### src/rtl/regfile_write_sequencer.sv
// Dual-commit to single-write-port sequencer. Buffers in-order commits in a FIFO,
// drains one register-file write per cycle and orders a flush behind pending writes.
//
// state | meaning
// RUN   | accepting commits and draining the FIFO
// DRAIN | flush pending; commits blocked until the FIFO has fully drained
// FLUSH | one-cycle flush pulse on the register file
module regfile_write_sequencer #(
  parameter int DEPTH = 8,
  parameter int CW    = $clog2(DEPTH) + 1
) (
  input  logic            clk_in,
  input  logic            rst_in,
  input  logic            c0_valid_in,
  input  logic [4:0]      c0_addr_in,
  input  logic [31:0]     c0_data_in,
  input  logic [2:0]      c0_rob_ix_in,
  input  logic            c1_valid_in,
  input  logic [4:0]      c1_addr_in,
  input  logic [31:0]     c1_data_in,
  input  logic [2:0]      c1_rob_ix_in,
  output logic            commit_ready_out,
  input  logic            flush_req_in,
  input  logic [7:0][4:0] flush_addrs_in,
  output logic            we_out,
  output logic [4:0]      wa_out,
  output logic [31:0]     wd_out,
  output logic [2:0]      rob_ix_out,
  output logic            flush_out,
  output logic [7:0][4:0] flush_addrs_out,
  output logic [CW-1:0]   count_out,
  output logic            busy_out
);

  localparam int AW = $clog2(DEPTH);

  typedef enum logic [1:0] {RUN = 2'd0, DRAIN = 2'd1, FLUSH = 2'd2} state_t;

  typedef struct packed {
    logic [4:0]  addr;
    logic [31:0] data;
    logic [2:0]  rob;
  } entry_t;

  state_t             state_q, state_d;
  entry_t [DEPTH-1:0] mem_q, mem_d;
  logic [AW-1:0]      wr_ptr_q, wr_ptr_d, rd_ptr_q, rd_ptr_d;
  logic [CW-1:0]      count_q, count_d;
  logic               we_q, we_d;
  logic [4:0]         wa_q, wa_d;
  logic [31:0]        wd_q, wd_d;
  logic [2:0]         rob_q, rob_d;
  logic               flush_q, flush_d;
  logic [7:0][4:0]    fl_addrs_q, fl_addrs_d;

  logic   commit_ready, push0, push1, push_a, push_b, pop;
  entry_t e0, e1, ent_a, ent_b, head;

  always_comb begin
    commit_ready = !rst_in && (state_q == RUN) && (count_q <= CW'(DEPTH - 2));
    push0 = c0_valid_in && commit_ready && (c0_addr_in != 5'd0);
    push1 = c1_valid_in && commit_ready && (c1_addr_in != 5'd0);
    e0 = '{addr: c0_addr_in, data: c0_data_in, rob: c0_rob_ix_in};
    e1 = '{addr: c1_addr_in, data: c1_data_in, rob: c1_rob_ix_in};
    pop = (count_q != '0);

    state_d    = state_q;
    mem_d      = mem_q;
    wr_ptr_d   = wr_ptr_q;
    rd_ptr_d   = rd_ptr_q;
    we_d       = 1'b0;
    wa_d       = wa_q;
    wd_d       = wd_q;
    rob_d      = rob_q;
    flush_d    = 1'b0;
    fl_addrs_d = fl_addrs_q;
    head       = e0;
    push_a     = 1'b0;
    push_b     = 1'b0;
    ent_a      = e0;
    ent_b      = e1;

    // Queued entries always go first; an empty FIFO lets the oldest accepted slot bypass it.
    if (pop) begin
      head     = mem_q[rd_ptr_q];
      we_d     = 1'b1;
      rd_ptr_d = rd_ptr_q + AW'(1);
      push_a   = push0;
      push_b   = push1;
    end else if (push0) begin
      head   = e0;
      we_d   = 1'b1;
      push_a = push1;
      ent_a  = e1;
    end else if (push1) begin
      head = e1;
      we_d = 1'b1;
    end

    if (we_d) begin
      wa_d  = head.addr;
      wd_d  = head.data;
      rob_d = head.rob;
    end

    if (push_a) mem_d[wr_ptr_q] = ent_a;
    if (push_b) mem_d[wr_ptr_q + AW'(push_a)] = ent_b;
    wr_ptr_d = wr_ptr_q + AW'(push_a) + AW'(push_b);
    count_d  = count_q + CW'(push_a) + CW'(push_b) - CW'(pop);

    case (state_q)
      RUN: begin
        if (flush_req_in) begin
          fl_addrs_d = flush_addrs_in;
          state_d    = DRAIN;
        end
      end
      DRAIN: begin
        // Last pop already sits on the write port, so the flush lands strictly after it.
        if (count_q == '0) begin
          state_d = FLUSH;
          flush_d = 1'b1;
        end
      end
      FLUSH:   state_d = RUN;
      default: state_d = RUN;
    endcase
  end

  always_ff @(posedge clk_in) begin
    if (rst_in) begin
      state_q    <= RUN;
      wr_ptr_q   <= '0;
      rd_ptr_q   <= '0;
      count_q    <= '0;
      we_q       <= 1'b0;
      wa_q       <= '0;
      wd_q       <= '0;
      rob_q      <= '0;
      flush_q    <= 1'b0;
      fl_addrs_q <= '0;
    end else begin
      state_q    <= state_d;
      wr_ptr_q   <= wr_ptr_d;
      rd_ptr_q   <= rd_ptr_d;
      count_q    <= count_d;
      we_q       <= we_d;
      wa_q       <= wa_d;
      wd_q       <= wd_d;
      rob_q      <= rob_d;
      flush_q    <= flush_d;
      fl_addrs_q <= fl_addrs_d;
    end
  end

  always_ff @(posedge clk_in) begin
    mem_q <= mem_d;
  end

  assign commit_ready_out = commit_ready;
  assign we_out           = we_q;
  assign wa_out           = wa_q;
  assign wd_out           = wd_q;
  assign rob_ix_out       = rob_q;
  assign flush_out        = flush_q;
  assign flush_addrs_out  = fl_addrs_q;
  assign count_out        = count_q;
  assign busy_out         = (state_q != RUN) || (count_q != '0);

endmodule

### config.mk
export PLATFORM = sky130hd
export DESIGN_NAME = regfile_write_sequencer
export DESIGN_NICKNAME = d
export VERILOG_FILES = /design/src/rtl/regfile_write_sequencer.sv
export SDC_FILE = /design/constraint.sdc
export NUM_CORES = 1
export LEC_CHECK = 0
export CAP_MARGIN = 20
export CORE_AREA = 2 2 289 205
export DETAILED_ROUTE_END_ITERATION = 7
export DIE_AREA = 0 0 291 207
export PLACE_DENSITY = 0.55
export SYNTH_ARGS = -nofsm -noshare
export SYNTH_HDL_FRONTEND = slang
export SYNTH_SLANG_ARGS = --single-unit
### constraint.sdc
create_clock -name clk_in -period 9.9 [get_ports clk_in]
set_input_delay 0.99 -clock clk_in [delete_from_list [all_inputs] [get_ports clk_in]]
set_output_delay 0.99 -clock clk_in [all_outputs]
set_load 0.01 [all_outputs]
# --- Yosys cells after proc, flatten, opt, wreduce, memory -nomap -nowiden ---
# Index checks and enable logic that the tools add are counted.
op_classes:
  bitwise_logic: 1
  add_sub_neg: 6
  eq_ne: 3
  n_reduce_logical: 19
  mux: 25
  magnitude_cmp: 6
ops:
  columns: ["op", "count"]
  rows:
  - ["bitwise mux 320 bit", 2]
  - ["two-way mux 320 bit", 2]
  - ["two-way mux 40 bit", 8]
  - ["demux 40 bit (select 3 bit)", 2]
  - ["binary-select mux 40 bit (select 3 bit)", 1]
  - ["< comparator 3 x 4 -> 1 bit, second input constant", 3]
  - ["nonzero test 5 bit", 2]
  - ["adder 4 x 1 -> 4 bit", 2]
  - ["logical AND 1 bit", 8]
  - ["two-way mux 1 bit", 7]
  - ["adder 3 x 1 -> 3 bit", 2]
  - [">= comparator 3 x 1 -> 1 bit, second input constant", 2]
  - ["less-or-equal comparator 4 x 3 -> 1 bit, second input constant", 1]
  - ["zero test 4 bit", 1]
  - ["two-way mux 2 bit", 2]
  - ["inequality test 2 bit, second input constant", 2]
  - ["one-hot mux 2 bit (2 select lines)", 1]
  - ["AND reduction 2 bit", 2]
  - ["nonzero test 4 bit", 1]
  - ["subtractor 4 x 1 -> 4 bit", 1]
  - ["adder 3 x 1 -> 3 bit, second input constant", 1]
  - ["== test 2 x 1 -> 1 bit, second input constant", 1]
  - ["zero test 2 bit", 1]
  - ["nonzero test 2 bit", 1]
  - ["other kinds (4)", 4]
totals:
  input_bits: 125
  register_bits: 414
  output_inout_bits: 88
  word_cells: 101

# --- Logic depth before layout (Yosys ltp) ---
logic_depth:
  word_depth: 14
  mapped_depth: 14
  depth_no_buf: 12

# --- Least setup slack after synthesis ---
# No wires, ideal clock.
synth_timing:
  kind: "input port to flip-flop"
  startpoint: "in c1_addr_in[1]"
  endpoint: "reg mem_q[39] in the netlist's numbering"
  n_path_buf: 4
  path_slack_ns: 5.702
  setup_time_ns: 0.059
  required_ns: 9.841
  stages: 14
  arrival_time_ns: 4.139
  path_cell_list: "buf_2 -> or4_4 -> o21ai_1 -> buf_2 -> a211oi_1 -> ha_1 -> ha_1 -> xnor2_1 -> nand2_1 -> nor4_1 -> or3_1 -> clkbuf_1 -> buf_2 -> o221a_2"
synth_rtl:
  columns: ["element", "line", "text"]
  rows:
  - ["start, declared", "19", "input logic [4:0] c1_addr_in,"]
  - ["end signal, assigned", "157", "mem_q <= mem_d;"]
  - ["end, declared", "46", "entry_t [DEPTH-1:0] mem_q, mem_d;"]

==> summary.md <==
| Metric | Value |
|---|---|
| Share of power burned in registers | `0.380` |
| Vias per cell | `6.37` |
| Die Y-Extent | `just over 200 um` |
| Clock power frac | `0.281` |
| Net switching power | `around 0.0020 W` |
| Setup crit end kind | `flip-flop` |
| Worst-skew pair later-pin latency | `~0.56 ns` |
| Flop2flop setup slack | `roughly 4.7 ns` |
| Dpl cell area | `about 23000 um^2` |
| Register-to-Register Path Depth | `13` |
| Overall routed net length | `approximately 83 mm` |
| Total CTS buffers | `44` |
| Number of enable flip-flop cells after synthesis | `0` |
| Wire per inst | `27.8 um` |
| Synth top area share | `0.415` |
| YS warnings | `0` |
| Via count | `approximately 19000` |
| Post-route antenna net violation count | `0` |
| Netlist Area Pre-Place | `20000 um^2` |
| Critical Path Start Type | `input port` |
| Hold EP | `flush_addrs_out[39]$_SDFFE_PP0P_` |
| Final net count | `around 2300` |
| Inserted Diodes | `0` |
| Syn_nets | `around 2300` |
| Seq cells post-synth | `around 410` |
| Reg-to-reg startpoint | `count_out[3]$_SDFF_PP0_` |
| Drc violations | `17` |
| Slew headroom | `0.268` |
| Main flop type after synthesis | `dfxtp_1` |
| 1st-iter DRT viols | `roughly 2900` |
| Hold WC Path Type | `flip-flop to flip-flop` |
| P_int | `~0.0042 W` |
| Critical Path Fanout Max | `28` |
| Sw frac | `0.327` |
| Top cells by area, synth | `dfxtp_1 41%, nor3_1 10%, mux4_2 9.0%, a222oi_1 4.0%, mux2i_1 4.0%` |
| Largest net degree at the start of global routing | `59` |
| Final hold violations | `0` |
| Count of final setup violators | `0` |
| Gr ovfl total | `0` |
| Rows | `74` |
| Final Instance Area | `~24000 um^2` |
| Syn avg cell area | `between 9 and 10 um^2` |
| Worst-Margin Slew | `between 1 and 1.5 ns` |
| Hold Path Stages | `2` |
| Yosys cell types | `60` |
| # H-tree levels | `2` |
| First-pass iteration count of the detailed router | `8` |
| First-pass GRT wire length | `123 mm` |
| Die Area | `around 60000 um^2` |
| Ys async rst share | `0` |
| Post-CTS Setup Inserts | `0` |
| Vias in the first global route | `roughly 18000` |
| Placed cells | `2918` |
| CTS max path bufs | `3` |
| Status | `finished with violations` |
| Core footprint | `just under 60000 um^2` |
| Final TNS setup | `0 ns` |
| Clk slew on worst S/H paths | `0.06 ns` |
| Failing checks | `design-rule violations` |
| Starting density of the core | `0.346` |
| Critical path arrival | `~6.5 ns` |
| Fmax | `between 150 and 200 MHz` |
| Max-slew violation count | `0` |
| Fraction of layout instances using a drive strength above 1 | `0.133` |
| Post-Layout Cell Count | `roughly 3000` |
| Ports | `approximately 210` |
| Peak VDD IR | `between 0.15 and 0.2 mV` |
| Initial antenna violation count | `1` |
| Crit Path Class | `input port to flip-flop` |
| Skew final | `between 0.015 and 0.02 ns` |
| Die X | `between 200 and 300 um` |
| Crit path time final | `between 6 and 7 ns` |
| # resized after CTS | `0` |
| Logic gate share of total power | `0.339` |
| Seq/Total Area, Yosys | `0.415` |
| CTS Hold Buffers Added | `0` |
| Port bufs | `approximately 210` |
| CTS Root Cell | `clkbuf_16` |
| CTS tree | `built` |
| Most common cell in the synthesized netlist | `dfxtp_1` |
| Clock Sinks | `between 400 and 500` |
| PwrDens | `257 nW/um^2` |
| Critical path required time | `10.30 ns` |
| Reg2Reg Capture Point | `mem_q[148]$_DFF_P_` |
| Post-synth top cells | `414 x dfxtp_1, 401 x nor3_1, 204 x clkbuf_1` |
| Synthesis-to-finish area growth | `21.1%` |
| Lkg Pwr | `a little over 9 nW` |
| Placer Congestion | `just under 0.9` |
| Total track usage | `0.267` |
| Max_cap viols | `0` |
| Hpwl dp | `48.3 mm` |
| Period Utilization, post-route | `0.614` |
| Min-delay src | `flush_addrs_out[39]$_SDFFE_PP0P_` |
| RSZ-0062 raised after global routing | `no` |
| Synthesized instance count | `~2200` |
| Post-synth top area cell | `dfxtp_1` |
-- cell families after synthesis --
logic type | Yosys count | synth area share
adder cells (fa/ha/maj) | 11 | 0.00764
XOR/XNOR | 8 | 0.00351
buffers and inverters | 434 | 0.0864
flip-flops | 414 | 0.415
AO/OA/AOI/OAI | 431 | 0.176
multiplexers | 160 | 0.130
AND/OR/NAND/NOR | 696 | 0.181
-- final cells by class --
type                    instances  area [um^2]
fillers                      5503        33500
multi-input cells            1306        10200
flip-flops and latches        414         8300
repair buffers                273         2660
clock buffers                  61         1290
well taps                     760          951
inverters                     169          634
clock inverters                15          205
-- power groups by stage --
| stage | Combinational (W) | Clock [W] | Sequential, W |
|---|---|---|---|
| floorplan | 0.00138 | 0 | 0.00229 |
| global placement | 0.00202 | 0 | 0.00237 |
| detailed placement | 0.00207 | 0 | 0.00238 |
| CTS | 0.00208 | 0.00177 | 0.00235 |
| global route | 0.00225 | 0.00185 | 0.00241 |
| finish | 0.00210 | 0.00175 | 0.00236 |
-- sequential cells by signal (all words and copies together) (netlist names) --
register,count
flush_out,1
wr_ptr_q,3
rob_ix_out,3
wa_out,5
state_q,2
we_out,1
flush_addrs_out,40
rd_ptr_q,3
mem_q,320
wd_out,32
count_out,4
-- routing by layer --
metal,vias up,share of wire,wire (um),global-route usage
li1,8226,-,-,-
met1,9388,0.43,35800,0.389
met2,1314,0.42,35000,0.389
met3,181,0.12,10300,0.0609
met4,2,0.028,2300,0.0808
met5,-,0.00016,13,0
-- cell usage in the layout (no fill, tap or decap), types with 4 or more instances in the layout --
cell type and instances:
mux2i_1 80, clkbuf_16 46, ha_1 9, clkbuf_8 8
dfxtp_1 411, nor4_2 4, o221ai_1 40, nor3_2 6
buf_4 55, nand3_1 6, clkinv_2 8, nor2_1 12
a222oi_1 80, clkdlybuf4s50_1 211, nand2_1 94, xnor2_1 6
nor3_1 396, o221a_1 50, clkbuf_1 7, inv_1 166
a211oi_1 41, a21oi_1 146, or3_1 103, o2111a_1 4
nand4_1 45, mux4_2 80, o221a_2 47, bufinv_16 5
-- metrics by stage --
stage                     setup WS, ns  hold WS, ns   util  power [W]
final                             3.82        0.453  0.420    0.00621
after global routing              3.70        0.467  0.420    0.00650
after detailed placement          3.38        0.447  0.392    0.00444
after global placement            3.62        0.442  0.391    0.00440
after CTS                         3.96        0.456  0.418    0.00620
after floorplan                   5.70        0.452      -    0.00367
-- how the worst max path moves through the flow --
stage	end	from	slack (ns)
floorplan	mem_q[39]$_DFF_P_	c1_addr_in[1]	5.70
global placement	mem_q[85]$_DFF_P_	c0_addr_in[4]	3.62
detailed placement	mem_q[96]$_DFF_P_	c0_addr_in[4]	3.38
CTS	mem_q[94]$_DFF_P_	c0_addr_in[4]	3.96
global route	mem_q[139]$_DFF_P_	c0_addr_in[4]	3.70
finish	mem_q[148]$_DFF_P_	c0_addr_in[4]	3.82
-- critical path, cell delays in order --
cell	delay, ns
clkdlybuf4s50_1	0.64
or2_2	0.42
o31ai_2	0.79
a211oi_1	0.26
ha_1	0.29
ha_1	0.23
xnor2_1	0.60
nand2_1	0.32
nor3_1	0.54
a21o_1	0.58
buf_4	0.56
a222oi_1	0.22
(Power assumes the default switching activity.)
==> RTL edit 1 (same settings) <==
Register the output `count_out` once more, cleared by the reset; this adds one clock of latency there. The other outputs are not delayed to match.
--- a/src/rtl/regfile_write_sequencer.sv
+++ b/src/rtl/regfile_write_sequencer.sv
@@ -165,5 +165,11 @@
   assign flush_out        = flush_q;
   assign flush_addrs_out  = fl_addrs_q;
-  assign count_out        = count_q;
+  always_ff @(posedge clk_in) begin
+    if (rst_in) begin
+      count_out <= '0;
+    end else begin
+      count_out <= count_q;
+    end
+  end
   assign busy_out         = (state_q != RUN) || (count_q != '0);
 
Formal check against the unedited RTL: not equivalent (Yosys sat finds a counterexample within 4 cycles, from zero or initial values and one cycle with rst_in high).
==> RTL edit 1 against the unedited design <==
- maximum frequency grew 4.7%
- sequential cell count grew 4
- die area is the same
- non-clock buffer count shrank 10
- power shrank 0.11%
- setup slack gained 0.28 ns
- design area is essentially flat
- area after synthesis grew 0.41%
- routed wire length shrank 6.8%
- final cell count grew 0.23%
- critical path type unchanged
- largest cell class unchanged
==> RTL edit 1: results <==
set metrics [dict create \
    grt_max_degree 64 \
    status "finished clean" \
    syn_avg_cell_area_sq_um 9.27 \
    first_global_vias 18400 \
    relSlewSlack_pct 21.0 \
    power.switching_uw 2030 \
    dr.pass1.iters 7 \
    cts-root-buf "clkbuf_16" \
    grt_use_total_pct 25.1 \
    largest-register "mem_q" \
    cp.arrival_ns 6.31 \
    cts.path.max_buffers 3 \
    antenna_found_initial 1 \
    hpwlAfterDp_microns 45200 \
    placedCellCount 2917 \
    r2r_cells 13 \
    ys_seq_area_share_pct 41.7 \
    synthArstFlopShare_pct 0 \
    synth_fp_nets 2299 \
    leakage_uw 0.00914 \
    gp_congestion 0.823 \
    clock_latency_ns 0.61 \
    cts_made_buffers 46 \
    fillers 5524 \
    powerSeq_uw 2400 \
    cts_resized 0 \
    clk_pin_slew_worst_paths_ns 0.06 \
    largest_reg_flops 320 \
    ir_worst_vdd_mv 0.165 \
    skew_ns 0.0327 \
    final_layout_size_suffix_gt1_share_pct 12.9 \
    grt_pass1_wl_microns 117000 \
    synth_cell_types 59 \
    place_area_sq_mm 0.0226 \
    cts_setup_buffers 0 \
    synth_top_cells_by_count "dfxtp_1 (418), nor3_1 (401), clkbuf_1 (201)" \
    clock_power_share_pct 28.6 \
    portBuffers 212 \
    cp_max_fo 41 \
    drt_iter0_markers 2368 \
    drt-total-wl_microns 77700 \
    dp_slack_ns 3.07 \
    hp-class "flop to flop" \
    routed_via_density 6.21 \
    synth_area_leaders "dfxtp_1 (42%), nor3_1 (10%), mux4_2 (9.0%), a222oi_1 (4.0%), mux2i_1 (4.0%)" \
    hold_depth 2 \
    wl_per_cell_microns 25.9 \
    cts_max_level 2 \
    netSwitchingFraction_pct 32.7 \
]
-- RTL edit 1: logic make-up after synthesis --
kind of cell | synth area share [%]
buffers and inverters | 8.59
multiplexers | 13.0
flip-flops | 41.7
AO/OA/AOI/OAI | 17.5
XOR/XNOR | 0.349
AND/OR/NAND/NOR | 18.1
adder cells (fa/ha/maj) | 0.761
-- RTL edit 1: critical path: stages --
cell             delay (ns)
clkdlybuf4s50_1        0.60
or4_4                  0.61
o21ai_1                0.30
buf_4                  0.27
a211oi_1               0.15
ha_1                   0.29
ha_1                   0.24
xnor2_1                0.59
nand2_1                0.29
nor4_2                 0.22
buf_4                  0.49
or3_2                  0.93
o221a_1                0.32
-- RTL edit 1: cell type report --
| class | instances | area (sq um) | area share (%) |
|---|---|---|---|
| Sequential cell | 418 | 8380 | 34.6 |
| Clock inverter | 16 | 164 | 0.677 |
| Clock buffer | 68 | 1360 | 5.60 |
| Timing Repair Buffer | 263 | 2560 | 10.6 |
| Inverter | 169 | 634 | 2.62 |
| Tap cell | 760 | 951 | 3.93 |
| Antenna cell | 1 | 2.50 | 0.0103 |
| Multi-Input combinational cell | 1310 | 10200 | 42.0 |
-- RTL edit 1: path summary, 6_finish.rpt --
path / startpoint / slack [ns] / to
hold / removal: flush_addrs_out[31]$_SDFFE_PP0P_ / 0.45 / flush_addrs_out[31]$_SDFFE_PP0P_
setup reg to reg: count_q[3]$_SDFF_PP0_ / 4.74 / mem_q[30]$_DFF_P_
hold reg to reg: flush_addrs_out[31]$_SDFFE_PP0P_ / 0.45 / flush_addrs_out[31]$_SDFFE_PP0P_
setup / recovery: c1_addr_in[2] / 4.10 / mem_q[30]$_DFF_P_
-- RTL edit 1: layer usage --
metal,routed length (microns),global-route usage [%]
met4,2070,8.81
met2,33900,37.9
met1,34400,35.3
met3,7340,5.39
met5,0,0
==> RTL edit 2 (config.mk and constraints unchanged) <==
Made on the original files. `DEPTH`: 8 -> 4.
--- a/src/rtl/regfile_write_sequencer.sv
+++ b/src/rtl/regfile_write_sequencer.sv
@@ -7,5 +7,5 @@
 // FLUSH | one-cycle flush pulse on the register file
 module regfile_write_sequencer #(
-  parameter int DEPTH = 8,
+  parameter int DEPTH = 4,
   parameter int CW    = $clog2(DEPTH) + 1
 ) (
Interface: changed (resized count_out); port bits go from 213 to 212. No check against the original RTL was run, so the function may have changed too.
==> RTL edit 2 against the unedited design <==
- sequential cell count is 163 lower
- critical path depth is 2 lower
- routed wire length is 48% lower
- clock power is 31% lower
- hold slack worse by 0.0011 ns
- design area is 34% lower
- global-route usage is 13 points lower
- area after synthesis is 40% lower
- synthesized cell count is 46% lower
- setup slack better by 0.93 ns
- power is 24% lower
- first-iteration DRC count is 77% lower
- non-clock buffer count is 40 lower
- sequential power is 29% lower
- largest cell class unchanged
- largest power group is now combinational logic
- highest routed layer is now met4
==> RTL edit 2: results <==
set metrics [dict create \
    grt_pass1_wl_microns 65900 \
    synth_fp_nets 1291 \
    met1_length_microns 21000 \
    cts_max_level 1 \
    ys_seq_area_share_pct 42.0 \
    routed_via_density 4.77 \
    synth_area_leaders "dfxtp_1 (42%), mux2i_1 (13%), a2bb2oi_1 (12%), mux4_2 (7.5%), a221oi_1 (2.9%)" \
    met2WireLength_microns 19100 \
    portBuffers 211 \
    synth_xor_area_share_pct 0.366 \
    largest_reg_flops 160 \
    wl_per_cell_microns 20.8 \
    top_layer_used "met4" \
    synth_fa_ha_area_share_pct 0.648 \
    syn_avg_cell_area_sq_um 10.3 \
    synth_top_family_by_area "multiplexers" \
    ir_worst_vdd_mv 0.128 \
    synth_top_area_cell "dfxtp_1" \
    relSlewSlack_pct 25.5 \
    cts-root-buf "clkbuf_16" \
    synth_compound_area_share_pct 20.8 \
    largest-register "mem_q" \
    cts_made_buffers 29 \
    drt_iter0_markers 659 \
    cp_max_fo 41 \
    synth_top_cells_by_count "dfxtp_1 (251), a2bb2oi_1 (160), mux2i_1 (160)" \
    fillers 5977 \
    cp.arrival_ns 5.63 \
    dr.pass1.iters 5 \
    hpwlAfterDp_microns 28500 \
    skew_ns 0.0170 \
    first_global_vias 10100 \
    dp_slack_ns 4.24 \
    wl_met3_microns 2420 \
    cts_setup_buffers 0 \
    gp_congestion 0.756 \
    hp-class "flop to flop" \
    antenna_found_initial 2 \
    nets 1442 \
    leakage_uw 0.00554 \
    drt-total-wl_microns 43500 \
    grt_max_degree 61 \
    final_layout_size_suffix_gt1_share_pct 10.6 \
    status "finished clean" \
    synth_cell_types 47 \
    synth_warnings 0 \
    placedCellCount 2040 \
    synthMuxAreaShare_pct 20.9 \
    grt_use_total_pct 14.0 \
]
## RTL edit 2: final timing paths
kind                                    start                               end  slack [ns]  cells after the start
min          flush_addrs_out[37]$_SDFFE_PP0P_  flush_addrs_out[37]$_SDFFE_PP0P_        0.45                      2
max reg2reg           count_out[1]$_SDFF_PP0_                  mem_q[2]$_DFF_P_        5.66                     10
min reg2reg  flush_addrs_out[37]$_SDFFE_PP0P_  flush_addrs_out[37]$_SDFFE_PP0P_        0.45                      2
max                             c0_addr_in[2]                  mem_q[2]$_DFF_P_        4.75                     10
## RTL edit 2: cells by family (layout without fill, tap and decap cells)
kind of cell	Yosys count	in the layout
compound gates	299	299
xor+xnor	5	5
fa+ha+maj	5	5
buf+inv	160	334
flops	251	251
mux	200	200
other cells	0	1
simple gates	241	241
## RTL edit 2: area by class of cell
| class | instances | area, sq um | area share [%] |
|---|---|---|---|
| diodes | 1 | 2.50 | 0.0156 |
| well taps | 760 | 951 | 5.95 |
| clock buffers | 40 | 847 | 5.30 |
| flip-flops and latches | 251 | 5030 | 31.5 |
| clock inverters | 14 | 236 | 1.48 |
| multi-input cells | 750 | 6440 | 40.3 |
| repair buffers | 233 | 2300 | 14.4 |
| inverters | 47 | 176 | 1.10 |
## RTL edit 2: per-layer routing
metal | track usage (%) | up-vias
li1 | - | 4636
met1 | 20.0 | 5023
met2 | 21.6 | 285
met3 | 2.75 | 51
met4 | 3.32 | 0
met5 | 0 | -
## RTL edit 2: stage by stage
stage | instance area [sq um] | hold WS (ns) | util [%]
3_5_place_dp | 14900 | 0.446 | 25.8
3_3_place_gp | 14900 | 0.442 | 25.8
4_1_cts | 16000 | 0.455 | 27.7
5_1_grt | 16000 | 0.472 | 27.7
2_1_floorplan | 12000 | 0.476 | -
6_report | 16000 | 0.452 | 27.7
## RTL edit 2: critical path, stage by stage
cell,delay (ns)
clkdlybuf4s50_1,0.43
or4_1,0.58
o21ai_2,0.65
a211oi_1,0.12
ha_1,0.26
xor2_1,0.42
or4_2,0.90
a21boi_4,0.59
buf_4,0.48
a2bb2oi_1,0.19
## RTL edit 2: power by group
part	switching [uW]	internal, uW	total, uW
combinational	919	885	1800
clock	458	754	1210
sequential	278	1400	1670
total	1650	3040	4690
